===== src/rtl/serial_addsub.sv =====
// Digit-serial adder/subtractor with an optional accumulator operand.
//
// state | meaning
// IDLE  | waiting for a request; accumulator clear honoured here
// RUN   | one DIGIT-bit ripple slice per cycle, LSB slice first
// DONE  | result held until the consumer takes it
module serial_addsub #(
  parameter int WIDTH = 8,
  parameter int DIGIT = 2
) (
  input  logic             clk,
  input  logic             rst,
  input  logic             in_valid,
  output logic             in_ready,
  input  logic [WIDTH-1:0] a,
  input  logic [WIDTH-1:0] b,
  input  logic             cin,
  input  logic             sub,
  input  logic             acc_en,
  input  logic             acc_clr,
  output logic             out_valid,
  input  logic             out_ready,
  output logic [WIDTH-1:0] sum,
  output logic             cout,
  output logic             ovf,
  output logic             busy
);

  localparam int N  = WIDTH / DIGIT;
  localparam int CW = (N > 1) ? $clog2(N) : 1;

  if (DIGIT < 1 || (WIDTH % DIGIT) != 0) begin : g_param_check
    $error("serial_addsub: DIGIT must be >= 1 and divide WIDTH");
  end

  typedef enum logic [1:0] {IDLE, RUN, DONE} state_t;

  state_t           state;
  logic [WIDTH-1:0] op_a;
  logic [WIDTH-1:0] op_b;
  logic [WIDTH-1:0] res;
  logic [WIDTH-1:0] res_next;
  logic [WIDTH-1:0] acc;
  logic             carry;
  logic             acc_en_q;
  logic [CW-1:0]    cnt;
  logic             last;
  logic [DIGIT-1:0] slice_sum;
  logic [DIGIT:0]   c;

  // Ripple one slice of the shifted operands; c[DIGIT-1] is the carry into the
  // slice MSB, which on the final slice is the carry into bit WIDTH-1.
  always_comb begin
    c         = '0;
    slice_sum = '0;
    c[0]      = carry;
    for (int i = 0; i < DIGIT; i++) begin
      slice_sum[i] = op_a[i] ^ op_b[i] ^ c[i];
      c[i+1]       = (op_a[i] & op_b[i]) | (c[i] & (op_a[i] ^ op_b[i]));
    end
  end

  // Result shifts in from the top so it is aligned after N slices.
  assign res_next = (res >> DIGIT) | (WIDTH'(slice_sum) << (WIDTH - DIGIT));
  assign last     = (cnt == CW'(N - 1));

  assign in_ready  = (state == IDLE) && !rst;
  assign out_valid = (state == DONE);
  assign busy      = (state == RUN);

  // Control FSM, operand shifters, result and accumulator registers.
  always_ff @(posedge clk) begin
    if (rst) begin
      state    <= IDLE;
      op_a     <= '0;
      op_b     <= '0;
      res      <= '0;
      acc      <= '0;
      sum      <= '0;
      cout     <= 1'b0;
      ovf      <= 1'b0;
      carry    <= 1'b0;
      acc_en_q <= 1'b0;
      cnt      <= '0;
    end else begin
      case (state)
        IDLE: begin
          if (acc_clr) acc <= '0;
          if (in_valid) begin
            // A clear coinciding with an accumulate uses the cleared value.
            op_a     <= acc_en ? (acc_clr ? '0 : acc) : a;
            op_b     <= sub ? ~b : b;
            carry    <= sub | cin;
            acc_en_q <= acc_en;
            cnt      <= '0;
            res      <= '0;
            state    <= RUN;
          end
        end
        RUN: begin
          op_a  <= op_a >> DIGIT;
          op_b  <= op_b >> DIGIT;
          carry <= c[DIGIT];
          res   <= res_next;
          cnt   <= cnt + CW'(1);
          if (last) begin
            sum   <= res_next;
            cout  <= c[DIGIT];
            ovf   <= c[DIGIT] ^ c[DIGIT-1];
            if (acc_en_q) acc <= res_next;
            state <= DONE;
          end
        end
        DONE: begin
          if (out_ready) state <= IDLE;
        end
        default: state <= IDLE;
      endcase
    end
  end

endmodule


===== config.mk =====
export PLATFORM = sky130hd
export DESIGN_NAME = serial_addsub
export DESIGN_NICKNAME = d
export VERILOG_FILES = /design/src/rtl/serial_addsub.sv
export SDC_FILE = /design/constraint.sdc
export NUM_CORES = 1
export LEC_CHECK = 0
export CAP_MARGIN = 25
export CORE_MARGIN = 2
export CORE_UTILIZATION = 47
export CTS_BUF_LIST = sky130_fd_sc_hd__clkbuf_8
export CTS_CLUSTER_SIZE = 8
export DETAILED_ROUTE_END_ITERATION = 10
export PLACE_DENSITY = 0.81
export SLEW_MARGIN = 25
export SYNTH_ARGS = -nofsm -noshare
export SYNTH_HDL_FRONTEND = slang
export SYNTH_SLANG_ARGS = --single-unit

===== constraint.sdc =====
create_clock -name clk -period 2.25 [get_ports clk]
set_input_delay 0.225 -clock clk [delete_from_list [all_inputs] [get_ports clk]]
set_output_delay 0.225 -clock clk [all_outputs]
set_load 0.05 [all_outputs]

Word-level counts from Yosys, hierarchy flattened
Cells that the tools add are included.

Register bits: 48. Bits of input ports: 24. Word-level logic and storage cells: 62.

Add/sub/neg operators: 1. Equal/unequal tests: 7. Mux-type cells: 20. Bitwise operators: 14. Reductions and logical operators: 9.

Operator list (count): 8-bit 2-to-1 mux (8); 8-bit case mux with 2 select lines (4); 2-bit 2-to-1 mux (4); 8-bit NOT (1); 6-bit by 8-bit bitwise OR with 8-bit output (1); 2-bit by 1-bit inequality test with 1-bit output (second input constant) (3); 2-bit case mux with 3 select lines (1); 2-bit AND reduction (3); 3-bit AND reduction (2); 1-bit XOR (5); 1-bit bitwise AND (4); 2-bit equality test (second input constant) (2); 2-bit case mux with 2 select lines (1); 1-bit bitwise OR (3); 2-bit by 1-bit adder with 2-bit output (second input constant) (1); 2-bit by 1-bit equality test with 1-bit output (second input constant) (1); 2-bit zero test (1); 2-bit inequality test (second input constant) (1); 1-bit case mux with 2 select lines (1); 2-bit nonzero test (1); 1-bit logical AND (1); 1-bit zero test (1); 1-bit 2-to-1 mux (1).

Longest topological paths before layout
Gate-level depths: netlist (run 1).

Depth in word-level cells: 8. Depth in mapped cells: 6. Depth with buffers taken out: 5.

Worst setup path after synthesis (run 1)
Ideal clock, no wire load.

Path kind: reg2reg. From: register state[1]. To: register op_a[2]. Library setup time: 0.077 ns. Arrival: 2.118 ns. Path slack: 0.055 ns. Stages on the path, launching flop included: 5. Clock period less this slack: 2.195 ns. Path through: dfxtp_1 buf_4 nor3_1 nand2_2 o22ai_1.

Cells in the longest elaborated chain, start to end: 3. Elaborated cells on any way between the ends: 6. Classes of those cells: eq/ne (2); mux (1); reduce/logical (3).

RTL lines: start: declaration (line 38) `state_t state;`; start signal: assignment (line 74) `state <= IDLE;`; start signal: assignment (line 97) `state <= RUN;`; start signal: assignment (line 111) `state <= DONE;`; 2-bit by 1-bit equality test with 1-bit output / 2-bit zero test (equally long branches) (line 86) `case (state)`; 2-bit nonzero test (no line) / 2-bit inequality test (equally long branches); 2-bit AND reduction (no line); end signal: assignment (line 91) `op_a <= acc_en ? (acc_clr ? '0 : acc) : a;`; end signal: assignment (line 101) `op_a <= op_a >> DIGIT;`; end: declaration (line 39) `logic [WIDTH-1:0] op_a;`.

Several ways; a longest one is shown, not always the timed one. A chain may end at the register's enable or synchronous reset.

Final worst setup path (run 1)
From: register state[1]. To: output port out_valid.

Cells in the longest elaborated chain, start to end: 1.

RTL lines: 2-bit equality test (line 68) `assign out_valid = (state == DONE);`; end: declaration (line 21) `output logic out_valid,`.

Every way passes these cells.

==> results.sh, run 1 <==
export IMPL_synth_simple_area_share=0.167
export IMPL_synth_mux_area_frac=0.0106
export IMPL_layout_commonest_cell="dfxtp_1"
export IMPL_cpPeakStageDelay_ns=0.83
export IMPL_num_rows=23
export IMPL_final_instance_count_excl_fill=299
export IMPL_synth_top_area_share=0.459
export IMPL_syn_to_final_growth_pct=22.6
export IMPL_power_share_clock=0.295
export IMPL_hpwl_mm=3.08
export IMPL_post_place_ws_ns=0.407
export IMPL_hold_class="register to register"
export IMPL_fin_crit_sh=0.950
export IMPL_setup_tns_final_ns=0
export IMPL_ir_drop_mv=0.338
export IMPL_route_met3_wl_um=204
export IMPL_die_x_um=69.3
export IMPL_via_per_inst=5.68
export IMPL_synth_area_leaders="dfxtp_1 46%, a21oi_1 5.2%, nand2_1 5.0%"
export IMPL_p_sw_frac=0.251
export IMPL_layout_min_cycle_time_ns=2.14
export IMPL_grt_overflow=0
export IMPL_insertion_delay_ns=0.29
export IMPL_num_antenna_cells=0
export IMPL_routedWlPerCell_um=14.1
export IMPL_synthXorXnorAreaFrac=0.0393
export IMPL_htree_levels=2
export IMPL_tightest_slew_ns=0.583
export IMPL_power_leakage_nw=0.839
export IMPL_drt_pre_antenna_iters=4
export IMPL_post_cts_buffers=0
export IMPL_synthArstFlopShare=0
export IMPL_yosysWarnings=0
export IMPL_start_util=0.495
export IMPL_fin_util=0.607
export IMPL_crit_path_start="state[1]"
export IMPL_grt_pass1_vias=1589
export IMPL_setup_viol=0
export IMPL_grt_pass1_wl_mm=7.31
export IMPL_die_y_um=69.3
export IMPL_cts_root_buffer="clkbuf_8"
export IMPL_syn_area_per_cell_um2=9.25
export IMPL_postCtsHoldBufs=0
export IMPL_drive_above_1_share=0.0723
export IMPL_io_pins=37
export IMPL_ys_ff_latch=46
export IMPL_cts_tree="done"
export IMPL_cts_path_max_buffers=2
export IMPL_status="finished clean"
export IMPL_drv_cap=0
export IMPL_hold_start="sum[0]"
export IMPL_cp_data_arrival_time_ns=1.91
export IMPL_synth_distinct_cells=43
export IMPL_rrSetupSlack_ns=0.40
export IMPL_route_vias_total=1699
export IMPL_p_per_area_nw_per_um2=625
export IMPL_fmax_mhz=468
export IMPL_hold_path_end="sum[0]"
export IMPL_path_clk_slew_ns=0.08
export IMPL_cts_buffers=5
export IMPL_p_comb_frac=0.143
export IMPL_postRouteWirelength_mm=4.21
export IMPL_gp_congestion=0.796
export IMPL_synth_top_family_by_area="compound AO/OA/AOI/OAI gates"
export IMPL_cts_resized=0
export IMPL_drv_slew=0
export IMPL_path_cells="nor2b_1 > clkdlybuf4s50_1"
export IMPL_grt_antenna_before_repair=0
export IMPL_reg2reg_to="carry"
export IMPL_drtAntennaViolNets=0
export IMPL_dr_max_layer_used="met4"
export IMPL_numClockSinks=46
export IMPL_placed_cells=292
export IMPL_reg2regPathDepth=5
export IMPL_r2r_start="op_a[0]"
export IMPL_synthAdderAreaFrac=0.0262
export IMPL_synth_area_um2=2010
export IMPL_sequentialPowerShare=0.562
export IMPL_wl_met2_mm=2.03
export IMPL_timing_slew_headroom=0.608
export IMPL_grt_start_max_net_pins=33
export IMPL_yosysTopAreaCell="dfxtp_1"
export IMPL_syn_num_nets=244
export IMPL_synth_cells=217
export IMPL_whs_ns=0.455
export IMPL_yosysSeqAreaShare=0.459
export IMPL_design_core_area_um2=4060
export IMPL_critPathKind="register to primary output"
export IMPL_end_kind="primary output"
export IMPL_p_sw_mw=0.386
export IMPL_layout_common_cells="46 x dfxtp_1, 34 x clkdlybuf4s50_1, 27 x nand2_1, 21 x a21oi_1, 12 x a22oi_1"
export IMPL_drcViolationCount=0
export IMPL_cp_start_kind="register"
export IMPL_p_int_mw=1.15
export IMPL_holdPathStages=2
export IMPL_design_area_um2=2460
export IMPL_fin_nets=276
export IMPL_worstPathMaxFanout=12
export IMPL_power_total_mw=1.54
export IMPL_worstPathRequired_ns=2.03
export IMPL_placed_area_um2=2380
export IMPL_drtIter0Drc=88
export IMPL_track_usage=0.186
export IMPL_synth_compound_area_share=0.236
export IMPL_synth_edf_count=0
export IMPL_setup_slack_ns=0.112
export IMPL_final_hold_violation_count=0
export IMPL_numPortBuffers=36
export IMPL_cp_slowest_cell="clkdlybuf4s50_1"
export IMPL_ys_flop_type="dfxtp_1"
export IMPL_die_area_um2=4810
export IMPL_wl_met1_mm=1.90
export IMPL_fin_worst_skew_ns=0.00444
export IMPL_rsz0062_at_grt="false"
[power groups by stage]
| stage | clock network [mW] | logic, mW | registers, mW |
|---|---|---|---|
| after floorplan | 0 | 0.148 | 0.873 |
| after global placement | 0 | 0.218 | 0.882 |
| after detailed placement | 0 | 0.221 | 0.883 |
| after CTS | 0.470 | 0.222 | 0.864 |
| after global routing | 0.507 | 0.241 | 0.867 |
| final | 0.454 | 0.220 | 0.864 |
[layout make-up]
cell class,count,area (µm²)
Fill cell,363,1600
Multi-Input combinational cell,146,962
Sequential cell,46,921
Timing Repair Buffer,41,405
Clock buffer,5,68.8
Tap cell,50,62.6
Inverter,9,33.8
Clock inverter,2,7.51
[worst max-delay path by stage]
stage / endpoint / depth (start not counted)
6_report: out_valid / 2
3_3_place_gp: op_a[0] / 4
4_1_cts: out_valid / 2
3_5_place_dp: carry / 5
5_1_grt: out_valid / 2
2_1_floorplan: op_a[2] / 4
[state kept, by name (all words and copies together) (netlist names)]
register,count
res,6
state,2
ovf,1
op_a,8
carry,1
acc,8
cnt,2
acc_en_q,1
cout,1
sum,8
op_b,8
[critical path, delay by kind of cell (launching register included)]
family	cells	cell delay, ns
buffers and inverters	1	0.83
DFF	1	0.54
and+or+nand+nor	1	0.25
[routing by layer]
metal,vias up,GRT usage
met5,-,0
met4,0,0.0545
met3,7,0.0494
met2,46,0.300
met1,804,0.244
li1,842,-
[synthesized netlist by cell type, drive strengths merged (2+ instances only)]
master and n:
a211oi 4, a21oi 21, a22o 6, a22oi 12
a2bb2oi 4, a311oi 2, and3b 4, buf 11
clkbuf 5, dfxtp 46, fa 2, inv 9
nand2 28, nand2b 4, nand3 9, nand3b 3
nor2 6, nor2b 3, nor3 2, nor3b 2
o21ai 3, o22ai 10, o2bb2ai 2, xnor2 7
xor2 2
[logic make-up after synthesis]
logic type                 Yosys count
AOI/OAI and AO/OA                   68
buffers and inverters               25
DFF                                 46
and+or+nand+nor                     64
adders and majority gates            3
muxes                                2
xor gates and xnor gates             9
(Power assumes the default switching activity.)
==> run 2, diff against run 1 <==
- GPL_ROUTABILITY_DRIVEN: unset -> 0
- SLEW_MARGIN: 25 -> unset
==> results of run 2 <==
No change in the layout: final DEF, timing and power equal those of run 1.
==> run 3, diff against run 2 <==
- CORE_ASPECT_RATIO: unset -> 0.7
- CTS_CLUSTER_SIZE: 8 -> 16
==> run 3 against run 2 <==
- register-to-register slack lost 0.02 ns
- largest power group unchanged
- clock-buffer cell count did not move
- cell area grew 2.0%
- flip-flop and latch count did not move
- critical endpoint unchanged
- highest routed layer unchanged
- worst setup slack gained 0.0031 ns
- via count down 1.6%
- first-iteration DRC count is 30% higher
- sequential power barely moved
- core utilization rose by 1.9 points
==> results.sh, run 3 (synthesized netlist as in run 1, its figures left out) <==
export IMPL_tightest_slew_ns=0.666
export IMPL_insertion_delay_ns=0.31
export IMPL_fin_util=0.625
export IMPL_drive_above_1_share=0.0984
export IMPL_numPortBuffers=36
export IMPL_routedWlPerCell_um=13.9
export IMPL_drcViolationCount=0
export IMPL_cts_path_max_buffers=2
export IMPL_whs_ns=0.458
export IMPL_num_rows=19
export IMPL_grt_overflow=0
export IMPL_numClockSinks=46
export IMPL_route_vias_total=1672
export IMPL_via_per_inst=5.46
export IMPL_design_area_um2=2510
export IMPL_power_leakage_nw=0.857
export IMPL_p_per_area_nw_per_um2=644
export IMPL_die_x_um=82.1
export IMPL_cts_buffers=5
export IMPL_setup_tns_final_ns=0
export IMPL_crit_path_start="state[1]"
export IMPL_status="finished clean"
export IMPL_cp_start_kind="register"
export IMPL_hold_class="register to register"
export IMPL_grt_antenna_before_repair=0
export IMPL_r2r_start="op_b[0]"
export IMPL_num_antenna_cells=0
export IMPL_syn_to_final_growth_pct=25.1
export IMPL_cts_root_buffer="clkbuf_8"
export IMPL_drtIter0Drc=114
export IMPL_drv_cap=0
export IMPL_die_y_um=58.7
export IMPL_placed_area_um2=2420
export IMPL_fin_nets=280
export IMPL_final_hold_violation_count=0
export IMPL_htree_levels=2
export IMPL_drt_pre_antenna_iters=4
export IMPL_hold_start="sum[1]"
export IMPL_num_fill_cells=355
export IMPL_fin_worst_skew_ns=0.00949
export IMPL_rsz0062_at_grt="false"
export IMPL_worstPathRequired_ns=2.03
export IMPL_cts_resized=0
export IMPL_layout_min_cycle_time_ns=2.13
export IMPL_fmax_mhz=469
export IMPL_cts_tree="done"
export IMPL_ir_drop_mv=0.380
export IMPL_hpwl_mm=3.17
export IMPL_cp_data_arrival_time_ns=1.91
export IMPL_timing_slew_headroom=0.552
export IMPL_io_pins=37
export IMPL_start_util=0.500
export IMPL_drv_slew=0
export IMPL_drtAntennaViolNets=0
export IMPL_worstPathMaxFanout=12
export IMPL_grt_start_max_net_pins=24
export IMPL_setup_viol=0
export IMPL_fin_crit_sh=0.949
export IMPL_critPathKind="register to primary output"
export IMPL_design_core_area_um2=4020
export IMPL_power_total_mw=1.62
export IMPL_end_kind="primary output"
export IMPL_path_clk_slew_ns=0.09
export IMPL_layout_common_cells="46 x dfxtp_1, 34 x clkdlybuf4s50_1, 27 x nand2_1, 21 x a21oi_1, 12 x a22oi_1"
export IMPL_layout_commonest_cell="dfxtp_1"
export IMPL_grt_pass1_vias=1501
export IMPL_postCtsHoldBufs=0
export IMPL_track_usage=0.199
export IMPL_grt_pass1_wl_mm=7.13
export IMPL_postRouteWirelength_mm=4.26
export IMPL_die_area_um2=4820
export IMPL_post_cts_buffers=0
run 3: stage by stage:
| stage | setup slack, ns | std cells |
|---|---|---|
| 3_3_place_gp | 0.469 | 298 |
| 6_report | 0.116 | 306 |
| 4_1_cts | 0.103 | 306 |
| 3_5_place_dp | 0.409 | 298 |
| 2_1_floorplan | 0.0545 | 217 |
| 5_1_grt | 0.00163 | 306 |
run 3: layout make-up:
| class | count | area, µm² | area share |
|---|---|---|---|
| well taps | 52 | 65.1 | 0.0259 |
| clock buffers | 5 | 68.8 | 0.0274 |
| repair buffers | 45 | 435 | 0.173 |
| inverters | 9 | 33.8 | 0.0135 |
| flip-flops and latches | 46 | 921 | 0.367 |
| multi-input cells | 146 | 962 | 0.383 |
| clock inverters | 3 | 25.0 | 0.00997 |
run 3: final timing paths:
path	endpoint	slack (ns)	depth (start not counted)
setup / recovery	out_valid	0.12	2
hold / removal	sum[1]	0.46	2
setup reg to reg	carry	0.38	5
hold reg to reg	sum[1]	0.46	2
run 3: metal layers:
| metal | GRT usage | part of all wire | vias up |
|---|---|---|---|
| li1 | - | - | 847 |
| met1 | 0.278 | 0.48 | 758 |
| met2 | 0.297 | 0.43 | 58 |
| met3 | 0.0475 | 0.067 | 9 |
| met4 | 0.0786 | 0.017 | 0 |
| met5 | 0 | 0 | - |
run 3: power breakdown:
group | internal [mW] | switching, mW | total (mW)
Clock | 0.224 | 0.301 | 0.526
Sequential | 0.842 | 0.0221 | 0.864
Combinational | 0.111 | 0.117 | 0.228
Total | 1.18 | 0.441 | 1.62
run 3: critical path, stage by stage (launching register included):
cell             delay [ns]
dfxtp_1                0.55
nor2b_1                0.23
clkdlybuf4s50_1        0.83
